<file path="config.mk">
export PLATFORM = sky130hd
export DESIGN_NAME = press_decoder
export DESIGN_NICKNAME = d
export VERILOG_FILES = /design/src/rtl/press_decoder.sv
export SDC_FILE = /design/constraint.sdc
export NUM_CORES = 1
export LEC_CHECK = 0
export CAP_MARGIN = 20
export CORE_UTILIZATION = 40
export DETAILED_ROUTE_END_ITERATION = 8
export HOLD_SLACK_MARGIN = 0.03
export PLACE_DENSITY = 0.63
export SLEW_MARGIN = 25
export SYNTH_ARGS = -nofsm -noshare
export SYNTH_HDL_FRONTEND = slang
export SYNTH_SLANG_ARGS = --single-unit
</file>
<file path="constraint.sdc">
create_clock -name hwclk -period 2.7 [get_ports hwclk]
set_clock_uncertainty 0.1 [all_clocks]
set_input_delay 0.54 -clock hwclk [delete_from_list [all_inputs] [get_ports hwclk]]
set_output_delay 0.54 -clock hwclk [all_outputs]
set_load 0.03 [all_outputs]
</file>
<file path="src/rtl/press_decoder.sv">
// press_decoder: debounces the lock push-button, times each press, classifies
// it as short (0) or long (1), packs the symbols into a code word and hands
// the word to the lock controller over a valid/ack handshake.
// Optional feature macro: PRESS_ABORT_EN (a very long press cancels the entry).
module press_decoder #(
  parameter int unsigned DEBOUNCE_CYC = 120000,
  parameter int unsigned LONG_CYC     = 6000000,
  parameter int unsigned GAP_CYC      = 24000000,
  parameter int unsigned ABORT_CYC    = 36000000,
  parameter int unsigned MAX_SYM      = 8,
  parameter int unsigned CNT_W        = 32
) (
  input  logic               hwclk,
  input  logic               rst,
  input  logic               button,
  input  logic               enable,
  output logic               symbol_strobe,
  output logic               symbol_long,
  output logic               code_valid,
  output logic [MAX_SYM-1:0] code,
  output logic [3:0]         code_len,
  input  logic               code_ack,
  output logic               abort
);

  typedef enum logic [2:0] {
    S_IDLE,
    S_PRESS,
    S_GAP,
    S_REPORT,
    S_ABORT_WAIT
  } state_t;

  state_t             state_q, state_d;
  logic               btn_meta_q, btn_meta_d;
  logic               btn_sync_q, btn_sync_d;
  logic [CNT_W-1:0]   db_cnt_q, db_cnt_d;
  logic               db_level_q, db_level_d;
  logic               db_rise_q, db_rise_d;
  logic               db_fall_q, db_fall_d;
  logic [CNT_W-1:0]   press_timer_q, press_timer_d;
  logic [CNT_W-1:0]   gap_timer_q, gap_timer_d;
  logic               strobe_q, strobe_d;
  logic               long_q, long_d;
  logic               valid_q, valid_d;
  logic [MAX_SYM-1:0] code_q, code_d;
  logic [3:0]         len_q, len_d;
  logic               is_long;
  logic [CNT_W-1:0]   db_cnt_inc;
  logic [CNT_W-1:0]   gap_inc;
`ifdef PRESS_ABORT_EN
  logic               abort_q, abort_d;
`endif

  // Two-flop synchronizer for the asynchronous button pin.
  always_comb begin
    btn_meta_d = button;
    btn_sync_d = btn_meta_q;
  end

  // Debounce: accept a new level after DEBOUNCE_CYC consecutive samples of it;
  // the one-cycle rise/fall flags line up with the new debounced level.
  always_comb begin
    db_cnt_d   = db_cnt_q;
    db_level_d = db_level_q;
    db_rise_d  = 1'b0;
    db_fall_d  = 1'b0;
    db_cnt_inc = db_cnt_q + CNT_W'(1);
    if (btn_sync_q != db_level_q) begin
      if (db_cnt_inc >= CNT_W'(DEBOUNCE_CYC)) begin
        db_level_d = btn_sync_q;
        db_cnt_d   = '0;
        db_rise_d  = btn_sync_q;
        db_fall_d  = ~btn_sync_q;
      end else begin
        db_cnt_d = db_cnt_inc;
      end
    end else begin
      db_cnt_d = '0;
    end
  end

  // Press timer: counts every cycle the debounced level is high, saturating,
  // so when the fall flag is seen it holds the debounced press length.
  always_comb begin
    press_timer_d = '0;
    if (db_level_q) begin
      press_timer_d = (press_timer_q == '1) ? press_timer_q : press_timer_q + CNT_W'(1);
    end
  end

  assign is_long = (press_timer_q >= CNT_W'(LONG_CYC));
  assign gap_inc = gap_timer_q + CNT_W'(1);

  // Entry FSM: next state, symbol packing and handshake outputs.
  always_comb begin
    state_d     = state_q;
    gap_timer_d = gap_timer_q;
    strobe_d    = 1'b0;
    long_d      = long_q;
    valid_d     = valid_q;
    code_d      = code_q;
    len_d       = len_q;
`ifdef PRESS_ABORT_EN
    abort_d     = 1'b0;
`endif
    case (state_q)
      S_IDLE: begin
        if (db_rise_q && enable) begin
          state_d = S_PRESS;
        end
      end
      S_PRESS: begin
        if (db_fall_q) begin
          strobe_d = 1'b1;
          long_d   = is_long;
          for (int unsigned k = 0; k < MAX_SYM; k++) begin
            if (len_q == 4'(k)) begin
              code_d[k] = is_long;
            end
          end
          len_d = len_q + 4'd1;
          if ((len_q + 4'd1) >= 4'(MAX_SYM)) begin
            state_d = S_REPORT;
            valid_d = 1'b1;
          end else begin
            state_d     = S_GAP;
            gap_timer_d = '0;
          end
        end
`ifdef PRESS_ABORT_EN
        else if (press_timer_q >= CNT_W'(ABORT_CYC)) begin
          abort_d = 1'b1;
          code_d  = '0;
          len_d   = '0;
          state_d = S_ABORT_WAIT;
        end
`endif
      end
      S_GAP: begin
        // A press arriving on the expiry cycle takes priority.
        if (db_rise_q && enable) begin
          state_d     = S_PRESS;
          gap_timer_d = '0;
        end else if (gap_inc >= CNT_W'(GAP_CYC)) begin
          state_d     = S_REPORT;
          valid_d     = 1'b1;
          gap_timer_d = gap_inc;
        end else begin
          gap_timer_d = gap_inc;
        end
      end
      S_REPORT: begin
        // Only edges start a press, so a button held through the ack needs
        // a release and a fresh press before the next entry begins.
        if (code_ack) begin
          valid_d = 1'b0;
          code_d  = '0;
          len_d   = '0;
          state_d = S_IDLE;
        end
      end
`ifdef PRESS_ABORT_EN
      S_ABORT_WAIT: begin
        if (!db_level_q) begin
          state_d = S_IDLE;
        end
      end
`endif
      default: begin
        state_d = S_IDLE;
      end
    endcase
  end

  // All state registers with synchronous active-high reset.
  always_ff @(posedge hwclk) begin
    if (rst) begin
      state_q       <= S_IDLE;
      btn_meta_q    <= 1'b0;
      btn_sync_q    <= 1'b0;
      db_cnt_q      <= '0;
      db_level_q    <= 1'b0;
      db_rise_q     <= 1'b0;
      db_fall_q     <= 1'b0;
      press_timer_q <= '0;
      gap_timer_q   <= '0;
      strobe_q      <= 1'b0;
      long_q        <= 1'b0;
      valid_q       <= 1'b0;
      code_q        <= '0;
      len_q         <= '0;
`ifdef PRESS_ABORT_EN
      abort_q       <= 1'b0;
`endif
    end else begin
      state_q       <= state_d;
      btn_meta_q    <= btn_meta_d;
      btn_sync_q    <= btn_sync_d;
      db_cnt_q      <= db_cnt_d;
      db_level_q    <= db_level_d;
      db_rise_q     <= db_rise_d;
      db_fall_q     <= db_fall_d;
      press_timer_q <= press_timer_d;
      gap_timer_q   <= gap_timer_d;
      strobe_q      <= strobe_d;
      long_q        <= long_d;
      valid_q       <= valid_d;
      code_q        <= code_d;
      len_q         <= len_d;
`ifdef PRESS_ABORT_EN
      abort_q       <= abort_d;
`endif
    end
  end

  assign symbol_strobe = strobe_q;
  assign symbol_long   = long_q;
  assign code_valid    = valid_q;
  assign code          = code_q;
  assign code_len      = len_q;
`ifdef PRESS_ABORT_EN
  assign abort         = abort_q;
`else
  assign abort         = 1'b0;
`endif

endmodule
</file>
==> results.tsv <==
stage	metric	value	unit
final_layout	leading cell type in the layout, fill and taps excluded	dfxtp_1	
worst_hold_path	hold depth	1	
cts	Root Driver	clkbuf_16	
critical_path	CP arrival	2.73	ns
power_and_ir_drop	PD cells	521	nW/um^2
global_route	All-Layer GR Usage	17.7	%
critical_path	reg2reg end	state_q[0]	
cts	clock-pin slew on the worst setup and hold paths	0.06	ns
power_and_ir_drop	Leak	2.67	nW
cts	worst skew pair latency	0.42	ns
sta	RSZ-0062 raised after global routing	no	
place	port buffer count	19	
sta	Final Hold Fails	0	
cts	Sinks on Clock Net	118	
final_layout	most frequent cells in the layout	dfxtp_1 (117), nor2_1 (111), nand2_1 (49), a21oi_1 (44), xor2_1 (44)	
critical_path	CP required	2.91	ns
cts	CTS buffer count	17	
sta	Setup TNS Final	0	ns
global_route	total gr overflow	0	
outcome	status	complete, no violations	
sta	Fmax	397	MHz
critical_path	worst reg2reg path depth	9	
critical_path	CP max FO	5	
synthesis	count of cell types in the netlist	71	
cts	CTS tree	built	
critical_path	critical path endpoint	state_q[0]	
final_layout	share of layout cells above drive strength 1	13.3	%
drt	via count	5325	
synthesis	post-synthesis cell count	750	
drt	1st-iter DRT viols	272	
sta	setup violators final	0	
sta	Final Cycle Share	93.4	%
global_route	pin count of the biggest net entering global routing	25	
run	max cap viols	0	
critical_path	Setup crit start kind	flop	
cts	H-tree levels	4	
drt	wire length on met2	5700	microns
floorplan	IO Pins	21	
critical_path	R2R setup slack	0.18	ns
power_and_ir_drop	total power	3.90	mW
place	DP HPWL	8950	microns
global_route	initial antenna violation count	0	
final_layout	area delta synth->final	19.6	%
synthesis	synthesized area	6260	sq um
place	placer congestion estimate	0.815	
floorplan	CORE AREA	15300	sq um
synthesis	sequential fraction of the synthesis area	37.7	%
drt	M1 wire length	6720	microns
synthesis	EDFF count, synth	0	
cts	clk buf depth	2	
drt	met3 routed wirelength	418	microns
sta	Slew @ Worst Pin	0.669	ns
global_route	first-pass GRT wire length	23100	microns
drt	DRT antenna net count	0	
drt	max layer used	met4	
sta	fin crit period	2.52	ns
final_layout	Layout Nets	822	
synthesis	asr flop ratio synth	0	%
sta	Max Slew Vio Count	0	
synthesis	main flop type after synthesis	dfxtp_1	
sta	Min Hold Slack	0.345	ns
power_and_ir_drop	Peak supply drop	0.000462	V
drt	final wirelength	13100	microns
sta	Slew HR	55.4	%
floorplan	Die H	127	microns
drt	routed length per instance	12.7	microns
floorplan	die width	127	microns
floorplan	initial core utilization	41.1	%
synthesis	average size of a mapped cell	8.35	sq um
worst_hold_path	hold crit path type	flop to flop	
synthesis	flops & latches, synth	118	
drt	DRC Markers	0	
critical_path	Crit Path Class	flop to flop	
drt	drt via density	5.16	
synthesis	YS warnings	0	
critical_path	endpoint type of the worst setup path	flop	
drt	router iterations before antenna repair	5	
floorplan	DIE AREA	16200	sq um
critical_path	reg-to-reg critical path startpoint	gap_timer_q[1]	
final_layout	Antenna Cells	0	
final_layout	final core occ	49.1	%
floorplan	# rows	45	
global_route	vias in the first global route	4936	
critical_path	CP Launch Point	gap_timer_q[1]	
==> where the power goes <==
part	internal (mW)	leakage, nW	switching (mW)	total, mW
clock	1.29	0.272	0.779	2.07
combinational	0.0223	1.44	0.0347	0.0570
sequential	1.76	0.957	0.0141	1.77
total	3.07	2.67	0.828	3.90
==> critical path: stages, from the launching register on <==
cell     delay [ns]
dfxtp_1        0.39
ha_1           0.20
and3_1         0.25
nand4_1        0.23
nor2_2         0.19
and4_1         0.22
xor2_1         0.08
or4_1          0.49
nor2_1         0.18
a21oi_1        0.09
==> state kept, by name (all words and copies together), names as in the netlist, 2 cells and up <==
name           count
gap_timer_q       32
state_q            2
db_cnt_q          32
code               8
press_timer_q     32
code_len           4
==> metal layers <==
metal	vias up	global-route usage [%]
li1	2758	-
met1	2472	24.1
met2	79	26.4
met3	16	4.23
met4	0	8.12
met5	-	0
==> metrics by stage <==
| stage | setup WS (ns) | instances | cell area [sq um] |
|---|---|---|---|
| 3_5_place_dp | 0.0854 | 998 | 6900 |
| 3_3_place_gp | 0.170 | 998 | 6900 |
| 5_1_grt | 0.000287 | 1031 | 7490 |
| 6_report | 0.178 | 1031 | 7490 |
| 2_1_floorplan | 0.284 | 765 | 6320 |
| 4_1_cts | 0.0838 | 1029 | 7440 |
==> worst min path at each step <==
| stage | start | end |
|---|---|---|
| 2_1_floorplan | btn_meta_q | btn_sync_q |
| 3_3_place_gp | btn_meta_q | btn_sync_q |
| 3_5_place_dp | btn_meta_q | btn_sync_q |
| 4_1_cts | btn_meta_q | btn_sync_q |
| 5_1_grt | btn_meta_q | btn_sync_q |
| 6_report | btn_meta_q | btn_sync_q |
==> final cells by class <==
type,instances,area [sq um]
clock inverters,10,81.3
well taps,211,264
fillers,1464,7760
inverters,17,63.8
multi-input cells,590,3710
repair buffers,64,553
clock buffers,21,460
flip-flops and latches,118,2360
==> synth_stat cells (4+ instances only) <==
master    instances  area [sq um]
a311oi_1          7          61.3
clkbuf_1         29           109
and2_1            7          43.8
inv_1            17          63.8
dfxtp_1         118          2360
nand2b_1          5          31.3
and3_1           17           106
xnor2_1          29           254
nor2b_1           6          37.5
nand3_1          35           175
xor2_1           44           385
nor3_1           28           140
o21bai_1          4          30.0
mux2i_1          13           130
nor2_4            9           101
o211ai_1          4          30.0
and4_1            7          61.3
or3_1             6          37.5
a31oi_1          12          75.1
nand4_1          24           150
nor4_1           10          62.6
ha_1              9           113
a22oi_1           6          45.0
nor2_1          112           420
and3b_1           4          35.0
a211oi_1          5          37.5
a21oi_1          44           220
o21ai_0          26           130
nand2_1          49           184
==> kinds of logic after synthesis <==
logic type,synth area share (%)
AND/OR/NAND/NOR,30.2
AO/OA/AOI/OAI,13.8
flip-flops,37.7
XOR/XNOR,10.2
buffers and inverters,4.21
multiplexers,2.08
adder cells (fa/ha/maj),1.80
other,0.0599
==> repair_timing <==
action                     in CTS  in global routing
hold buffers                    0                  0
buffers inserted                0                  2
gates resized for setup         0                  4
setup endpoints to repair       0                 18
No activity file was read; power rests on OpenSTA's default activity.
